File: src/rtl/frame_reader.sv
// frame_reader: XGA raster timing generator and windowed frame-buffer reader.
// Emits rgb_out, in_frame and the matching hcount/vcount/syncs, all aligned to the
// same pixel, MEM_LAT+2 clocks after the internal raster counters.
// Optional build macro FRAME_READER_PATTERN_EN adds a 'pattern' input that replaces
// in-window memory data with 8 vertical colour bars.
module frame_reader #(
    parameter int unsigned H_ACTIVE = 1024,
    parameter int unsigned H_FP     = 24,
    parameter int unsigned H_SYNC   = 136,
    parameter int unsigned H_BP     = 160,
    parameter int unsigned V_ACTIVE = 768,
    parameter int unsigned V_FP     = 3,
    parameter int unsigned V_SYNC   = 6,
    parameter int unsigned V_BP     = 29,
    parameter int unsigned WIN_X    = 0,
    parameter int unsigned WIN_Y    = 0,
    parameter int unsigned WIN_W    = 640,
    parameter int unsigned WIN_H    = 480,
    parameter int unsigned MEM_LAT  = 2,
    parameter int unsigned ADDR_W   = 19
) (
    input  logic              clk,
    input  logic              reset,
`ifdef FRAME_READER_PATTERN_EN
    input  logic              pattern,
`endif
    output logic [ADDR_W-1:0] mem_addr,
    output logic              mem_rd,
    input  logic [23:0]       mem_data,
    output logic [10:0]       hcount,
    output logic [9:0]        vcount,
    output logic              hsync,
    output logic              vsync,
    output logic              blank,
    output logic              in_frame,
    output logic [23:0]       rgb_out,
    output logic              frame_start
);

    localparam int unsigned HC_W     = 11;
    localparam int unsigned VC_W     = 10;
    localparam int unsigned H_TOTAL  = H_ACTIVE + H_FP + H_SYNC + H_BP;
    localparam int unsigned V_TOTAL  = V_ACTIVE + V_FP + V_SYNC + V_BP;
    localparam int unsigned HS_START = H_ACTIVE + H_FP;
    localparam int unsigned HS_END   = HS_START + H_SYNC;
    localparam int unsigned VS_START = V_ACTIVE + V_FP;
    localparam int unsigned VS_END   = VS_START + V_SYNC;
    localparam int unsigned DEPTH    = MEM_LAT + 1;

    // Per-pixel timing payload carried down the alignment delay line
    typedef struct packed {
        logic [HC_W-1:0] hcount;
        logic [VC_W-1:0] vcount;
        logic            hsync;
        logic            vsync;
        logic            blank;
        logic            win;
        logic            fstart;
        logic            pat;
        logic [23:0]     bar_rgb;
    } pix_t;

    localparam pix_t PIX_IDLE = '{hcount: 11'd0, vcount: 10'd0, hsync: 1'b1, vsync: 1'b1,
                                  blank: 1'b1, win: 1'b0, fstart: 1'b0, pat: 1'b0,
                                  bar_rgb: 24'd0};

    // Reject window geometries that cannot be displayed or addressed
    if (WIN_X + WIN_W > H_ACTIVE) begin : g_chk_x
        $error("frame_reader: window exceeds active width");
    end
    if (WIN_Y + WIN_H > V_ACTIVE) begin : g_chk_y
        $error("frame_reader: window exceeds active height");
    end
    if (64'(WIN_W) * 64'(WIN_H) > (64'd1 << ADDR_W)) begin : g_chk_a
        $error("frame_reader: window does not fit the address space");
    end
    if (MEM_LAT < 1) begin : g_chk_lat
        $error("frame_reader: MEM_LAT must be at least 1");
    end

    logic [HC_W-1:0]   hc;
    logic [VC_W-1:0]   vc;
    logic [ADDR_W-1:0] addr;
    logic              x_lo_c;
    logic              y_lo_c;
    logic              win_c;
    logic              frame_end_c;
    logic              pat_c;
    logic [23:0]       bar_rgb_c;
    pix_t              cur_c;
    pix_t              last_c;
    pix_t              dly [DEPTH];

    // Lower window bounds; a zero bound is always satisfied
    if (WIN_X == 0) begin : g_x0
        assign x_lo_c = 1'b1;
    end else begin : g_xn
        assign x_lo_c = (hc >= HC_W'(WIN_X));
    end
    if (WIN_Y == 0) begin : g_y0
        assign y_lo_c = 1'b1;
    end else begin : g_yn
        assign y_lo_c = (vc >= VC_W'(WIN_Y));
    end

`ifdef FRAME_READER_PATTERN_EN
    logic [7:1] bar_ge;
    logic [2:0] bar_idx;

    // Bar edge comparators at ceil(k*WIN_W/8) columns into the window
    for (genvar k = 1; k < 8; k++) begin : g_bar
        assign bar_ge[k] = (hc >= HC_W'(WIN_X + (k * WIN_W + 7) / 8));
    end

    // Bar index is the number of edges already passed on this line
    always_comb begin
        bar_idx = 3'd0;
        for (int k = 1; k < 8; k++) begin
            if (bar_ge[k]) bar_idx = bar_idx + 3'd1;
        end
        bar_rgb_c = {{8{bar_idx[2]}}, {8{bar_idx[1]}}, {8{bar_idx[0]}}};
        pat_c     = pattern;
    end
`else
    assign pat_c     = 1'b0;
    assign bar_rgb_c = 24'd0;
`endif

    // Decode the current raster position into a timing payload
    always_comb begin
        win_c        = x_lo_c && (hc < HC_W'(WIN_X + WIN_W)) &&
                       y_lo_c && (vc < VC_W'(WIN_Y + WIN_H));
        frame_end_c  = (hc == HC_W'(H_TOTAL - 1)) && (vc == VC_W'(V_TOTAL - 1));
        cur_c         = PIX_IDLE;
        cur_c.hcount  = hc;
        cur_c.vcount  = vc;
        cur_c.hsync   = !((hc >= HC_W'(HS_START)) && (hc < HC_W'(HS_END)));
        cur_c.vsync   = !((vc >= VC_W'(VS_START)) && (vc < VC_W'(VS_END)));
        cur_c.blank   = (hc >= HC_W'(H_ACTIVE)) || (vc >= VC_W'(V_ACTIVE));
        cur_c.win     = win_c;
        cur_c.fstart  = (hc == '0) && (vc == '0);
        cur_c.pat     = pat_c;
        cur_c.bar_rgb = bar_rgb_c;
    end

    // Raster counters and incremental row-major window address
    always_ff @(posedge clk) begin
        if (reset) begin
            hc   <= '0;
            vc   <= '0;
            addr <= '0;
        end else begin
            if (hc == HC_W'(H_TOTAL - 1)) begin
                hc <= '0;
                vc <= (vc == VC_W'(V_TOTAL - 1)) ? '0 : vc + 10'd1;
            end else begin
                hc <= hc + 11'd1;
            end
            if (frame_end_c) addr <= '0;
            else if (win_c)  addr <= addr + ADDR_W'(1);
        end
    end

    // Stage 1: present the read request; address holds outside the window
    always_ff @(posedge clk) begin
        if (reset) begin
            mem_addr <= '0;
            mem_rd   <= 1'b0;
        end else begin
            mem_rd <= win_c && !pat_c;
            if (win_c) mem_addr <= addr;
        end
    end

    // Timing delay line matching the memory read latency
    always_ff @(posedge clk) begin
        if (reset) begin
            for (int unsigned i = 0; i < DEPTH; i++) dly[i] <= PIX_IDLE;
        end else begin
            dly[0] <= cur_c;
            for (int unsigned i = 1; i < DEPTH; i++) dly[i] <= dly[i-1];
        end
    end

    assign last_c = dly[DEPTH-1];

    // Output register: timing and pixel data leave on the same edge
    always_ff @(posedge clk) begin
        if (reset) begin
            hcount      <= '0;
            vcount      <= '0;
            hsync       <= 1'b1;
            vsync       <= 1'b1;
            blank       <= 1'b1;
            in_frame    <= 1'b0;
            rgb_out     <= '0;
            frame_start <= 1'b0;
        end else begin
            hcount      <= last_c.hcount;
            vcount      <= last_c.vcount;
            hsync       <= last_c.hsync;
            vsync       <= last_c.vsync;
            blank       <= last_c.blank;
            in_frame    <= last_c.win;
            frame_start <= last_c.fstart;
            if (!last_c.win)     rgb_out <= '0;
            else if (last_c.pat) rgb_out <= last_c.bar_rgb;
            else                 rgb_out <= mem_data;
        end
    end

endmodule

File: config.mk
export PLATFORM = sky130hd
export DESIGN_NAME = frame_reader
export DESIGN_NICKNAME = d
export VERILOG_FILES = /design/src/rtl/frame_reader.sv
export SDC_FILE = /design/constraint.sdc
export NUM_CORES = 1
export LEC_CHECK = 0
export BUFFER_PORTS_ARGS = -buffer_cell sky130_fd_sc_hd__buf_2
export CAP_MARGIN = 10
export CORE_ASPECT_RATIO = 0.6
export CORE_UTILIZATION = 58
export CTS_BUF_LIST = sky130_fd_sc_hd__clkbuf_8
export DETAILED_ROUTE_END_ITERATION = 8
export GPL_TIMING_DRIVEN = 0
export PLACE_DENSITY = 0.81
export SETUP_SLACK_MARGIN = 0.4
export SLEW_MARGIN = 20
export SYNTH_ARGS = -nofsm -noshare
export SYNTH_HDL_FRONTEND = slang
export SYNTH_SLANG_ARGS = --single-unit
File: constraint.sdc
create_clock -name clk -period 1.9 [get_ports clk]
set_input_delay 0 -clock clk [delete_from_list [all_inputs] [get_ports clk]]
set_output_delay 0 -clock clk [all_outputs]
set_load 0.05 [all_outputs]
=== Word-level counts from Yosys, hierarchy flattened ===
Memories as Yosys holds them, arrays and structs flattened.
Index checks and enable logic that the tools add are counted.

* Bitwise gates (word level): 4
* Reduce and logical (&&, ||, !) cells: 13
* Order comparisons: 8
* Muxes and demuxes: 8
* Equality and inequality tests: 2
* $add $sub $neg: 3

{| class="wikitable"
|+ Operators with widths
! cell !! number
|-
| $mux W51 || 3
|-
| $mux W24 || 1
|-
| $ge A11 B11 Y1 const B || 2
|-
| $ge A10 B10 Y1 const B || 2
|-
| $add A19 B1 Y19 const B || 1
|-
| $add A11 B1 Y11 const B || 1
|-
| $eq A11 B11 Y1 const B || 1
|-
| $logic_not A11 Y1 || 1
|-
| $lt A11 B10 Y1 const B || 1
|-
| $lt A11 B11 Y1 const B || 1
|-
| $add A10 B1 Y10 const B || 1
|-
| $eq A10 B10 Y1 const B || 1
|-
| $logic_not A10 Y1 || 1
|-
| $lt A10 B10 Y1 const B || 1
|-
| $lt A10 B9 Y1 const B || 1
|-
| $mux W10 || 1
|-
| $reduce_or A2 Y1 || 3
|-
| $logic_and A1 B1 Y1 || 5
|-
| $mux W1 || 3
|-
| $or A1 B1 Y1 || 3
|-
| $logic_not A1 Y1 || 2
|-
| $logic_or A1 B1 Y1 || 1
|-
| $not A1 Y1 || 1
|}

* Input port bits: 26
* Bits in registers: 110
* RAM bits: 153
* Word-level logic and storage cells: 52
* Memories kept: 1
* Output and inout bits: 70

{| class="wikitable"
|+ Memories
! memory !! depth !! width !! read ports !! clocked after memory_dff !! write ports !! RTL line !! source
|-
| dly || 3 || 51 || 3 || 0 || 3 || 92 || <nowiki>pix_t dly [DEPTH];</nowiki>
|}

=== Depth between registers and ports, before layout ===
* Depth in word-level cells: 4
* Mapped depth: 8
* Gate-level depth less buffers: 6

=== Worst setup path after synthesis ===
No wires, ideal clock.

* Kind: flip-flop to flip-flop
* From: register hc[7]
* To: register vc[3]
* Period minus slack after synthesis: 1769 ps
* Library setup time: 70 ps
* Cell stages (with the launch flop): 6
* Data required time: 1830 ps
* Arrival time: 1700 ps
* Setup slack: 131 ps
* Buffers on the path: 1
* Cell sequence: dfxtp_1 -> or2_4 -> or4_1 -> buf_2 -> or3_1 -> a21oi_1

* Cells in the longest elaborated chain, start to end: 1

{| class="wikitable"
|+ Ends and longest elaborated chain
! element !! RTL line !! source
|-
| start: declaration || 81 || <nowiki>logic [HC_W-1:0] hc;</nowiki>
|-
| start signal: assignment || 157 || <nowiki>hc <= hc + 11'd1;</nowiki>
|-
| $eq A11 B11 Y1 || 153 || <nowiki>if (hc == HC_W'(H_TOTAL - 1)) begin</nowiki>
|-
| end signal: assignment || 155 || <nowiki>vc <= (vc == VC_W'(V_TOTAL - 1)) ? '0 : vc + 10'd1;</nowiki>
|-
| end: declaration || 82 || <nowiki>logic [VC_W-1:0] vc;</nowiki>
|}

No other way between the ends.
A chain may end at the register's enable or synchronous reset.

=== Final worst setup path ===
Same ends and word-level chain as after synthesis.

==> impl_metrics.ini <==
[pwr]
p_int_w = 0.005442
switching_share_pct = 23.34
p_leak_nw = 3.303
power_density_nw_per_um2 = 874.9
peakVddDrop_uv = 673.7
p_sw_w = 0.001657
pwr-share-seq_pct = 56.0
comb_power_share_pct = 4.3
power.share.clock_pct = 39.7

[drt]
dr.first_iter.drc_count = 451
vias = 5009
dr.pass1.iters = 5
vias_per_cell = 5.415
routed_wl_um = 15380
drc = 0
ant_nets = 0
wl_per_cell_um = 16.63

[worst_setup_path]
reg2reg_from = hc[7]
rr_worst_depth = 6
rrSetupSlack_ns = 0.05
crit_required_ns = 2.24
cp-start-kind = register
critPathArrivalTime_ns = 2.19
crit_fanout = 4
endpoint_kind = register
cp_slowest_cell = or4_4
worstPathCellList = or2_4 > or4_4 > buf_6 > buf_4 > o21ai_1 > a21oi_2
worstReg2RegEnd = vc[3]
critPathKind = reg -> reg
cpPeakStageDelay_ns = 0.51

[cts]
cts_made_buffers = 17
cts.htree.levels = 4
clkLatencyLatePin_ns = 0.46
clock-sinks = 187
cts_tree = yes
cts.clk_slew.worst_paths_ns = 0.09
cts_buffer_depth = 2
cts-root-buf = clkbuf_8

[grt]
grt_max_degree = 18
grt_use_total_pct = 27.27
grt_remaining_overflow = 0
grt_pass1_vias = 4608
grt_first_pass_wirelength_um = 22450
antenna_found_initial = 0

[placed_design]
hpwl_um = 8240
io_buffers = 95
place_ws_ns = -0.1210
place_congestion = 0.8833

[run]
drv_cap = 0

[sta]
fin_ws_ns = 0.04716
timing.hold.ws_ns = 0.04804
clock_skew_ns = 0.01062
max_freq_mhz = 539.7
period_needed_ns = 1.853
fin_crit_sh_pct = 97.52
slew_headroom_pct = 53.29
worst_pin_slew_ns = 0.7006
hold_viol = 0
slew_violations = 0
setup_viol_count_final = 0
rsz0062_at_grt = yes

[yosys]
ys.warnings.count = 0
synth_cells = 603
syn_area_um2 = 6078
ys_ff_latch = 187
yosysSeqAreaShare_pct = 61.59
syn_nets = 636
yosysUniqueCellTypes = 37
avgSynthCellArea_um2 = 10.08

[finish]
layout.cells.most_common = dfxtp_1
syn_to_final_growth_pct = 33.49
n_antenna_cell = 0
final.fill_count = 574
drive_gt1_share_pct = 32.03
nets = 810
final_cell_mix = dfxtp_1 (168), buf_2 (95), nor2b_1 (84)

[die]
die_w_um = 134.2
pin_count = 96
rows = 28
dieArea_um2 = 10910
fp.dieH_um = 81.30
start_util_pct = 60.66
core_um2 = 10020

[outcome]
status = complete, no violations

[worst_hold_path]
min_to = in_frame
hold_class = in -> reg
hp-start = reset
whs_path_depth = 3
==> kinds of logic (layout without fill, tap and decap cells) <==
| kind of cell | Yosys count | after routing | share of synthesized area (%) |
|---|---|---|---|
| mux | 1 | 1 | 0.1647 |
| compound gates | 67 | 67 | 5.928 |
| simple gates | 282 | 282 | 25.90 |
| buf+inv | 44 | 231 | 2.820 |
| flops | 187 | 187 | 61.59 |
| fa+ha+maj | 7 | 7 | 1.441 |
| xor+xnor | 15 | 15 | 2.161 |
==> cells in the mapped netlist <==
master | instances | area, um^2
inv_1 | 10 | 37.54
o21ai_0 | 15 | 75.07
xnor2_1 | 9 | 78.83
nand2b_1 | 2 | 12.51
o21ai_1 | 1 | 5.000
nand4_1 | 12 | 75.07
or4_1 | 9 | 67.56
o31ai_1 | 6 | 45.04
and3_1 | 2 | 12.51
nand2_1 | 55 | 206.5
or4b_1 | 1 | 10.01
nor2_1 | 30 | 112.6
and4b_1 | 1 | 10.01
nor4bb_1 | 2 | 20.02
o41ai_1 | 1 | 8.760
and3b_1 | 1 | 8.760
a21o_1 | 1 | 7.510
xor2_1 | 6 | 52.55
and4bb_2 | 1 | 12.51
and4_1 | 5 | 43.79
ha_1 | 7 | 87.58
or2_2 | 9 | 56.30
and2_1 | 24 | 150.1
nand3b_1 | 1 | 7.510
nor4_1 | 4 | 25.02
clkbuf_1 | 27 | 101.4
a21oi_1 | 42 | 210.2
buf_2 | 5 | 25.02
dfxtp_1 | 187 | 3744
buf_1 | 2 | 7.510
o311ai_0 | 1 | 8.760
or2_4 | 1 | 8.760
mux2i_1 | 1 | 10.01
or3_1 | 14 | 87.58
nor3_1 | 8 | 40.04
nor2b_1 | 85 | 531.8
nand3_1 | 15 | 75.07
==> sequential cells by signal, indices dropped and copies added (netlist names) <==
name,flops
rgb_out,24
frame_start,1
vcount,10
dly,78
blank,1
mem_addr,19
hsync,1
addr,19
vc,10
in_frame,1
vsync,1
hc,11
hcount,11
==> repair_timing <==
action                     CTS  global route
pin swaps                   17            10
setup buffers               21            10
hold buffers                29             0
hold endpoints to repair    24             0
setup endpoints to repair   58            64
resized for setup           60            53
==> cell type report <==
type	count	area (um^2)	area share, %
clock buffers	18	247.7	3.053
flip-flops and latches	187	3782	46.62
plain buffers	34	275.3	3.392
multi-input cells	372	2404	29.62
repair buffers	155	1013	12.49
clock inverters	14	185.2	2.282
well taps	135	168.9	2.082
inverters	10	37.54	0.4626
==> power by group through the flow <==
stage                     clock network, W  logic, W  registers, W
after CTS                          0.00282  0.000282       0.00398
after floorplan                          0  0.000104       0.00412
after global placement                   0  0.000226       0.00407
after detailed placement                 0  0.000231       0.00407
after global routing               0.00302  0.000327       0.00398
final                              0.00281  0.000306       0.00398
==> layer usage <==
metal,up-vias,part of all wire (%),GRT usage [%],wire length (um)
met5,-,0,0,0
met1,2310,41,33.53,6269
li1,2331,-,-,-
met3,68,9.0,7.740,1378
met4,0,3.4,12.47,517
met2,300,47,45.18,7214
==> worst max-delay path, delay by kind of cell, from the launching register on <==
kind | cells | cell delay (ns)
AOI/OAI and AO/OA | 2 | 0.33
buffers and inverters | 2 | 0.29
DFF | 1 | 0.35
and+or+nand+nor | 2 | 0.76
==> how the worst max path moves through the flow <==
stage	from	end	slack (ns)	cells past startpoint
floorplan	hc[6]	vc[3]	0.19	5
global placement	vc[5]	mem_addr[16]	-0.02	6
detailed placement	vc[5]	mem_addr[11]	-0.12	6
CTS	hc[7]	vc[4]	0.08	5
global route	hc[7]	vc[7]	-0.01	5
finish	hc[7]	vc[3]	0.05	6
==> per-stage QoR <==
step | total power [W] | util (%) | cells | cell area, um^2 | TNS [ns]
detailed placement | 0.004302 | 68.02 | 833 | 6815 | -1.027
finish | 0.007099 | 80.98 | 925 | 8114 | 0
global placement | 0.004293 | 68.02 | 833 | 6815 | -0.1241
floorplan | 0.004224 | - | 603 | 6171 | 0
CTS | 0.007078 | 78.80 | 915 | 7895 | 0
global route | 0.007330 | 80.98 | 925 | 8114 | -0.009944
(Power assumes the default switching activity.)
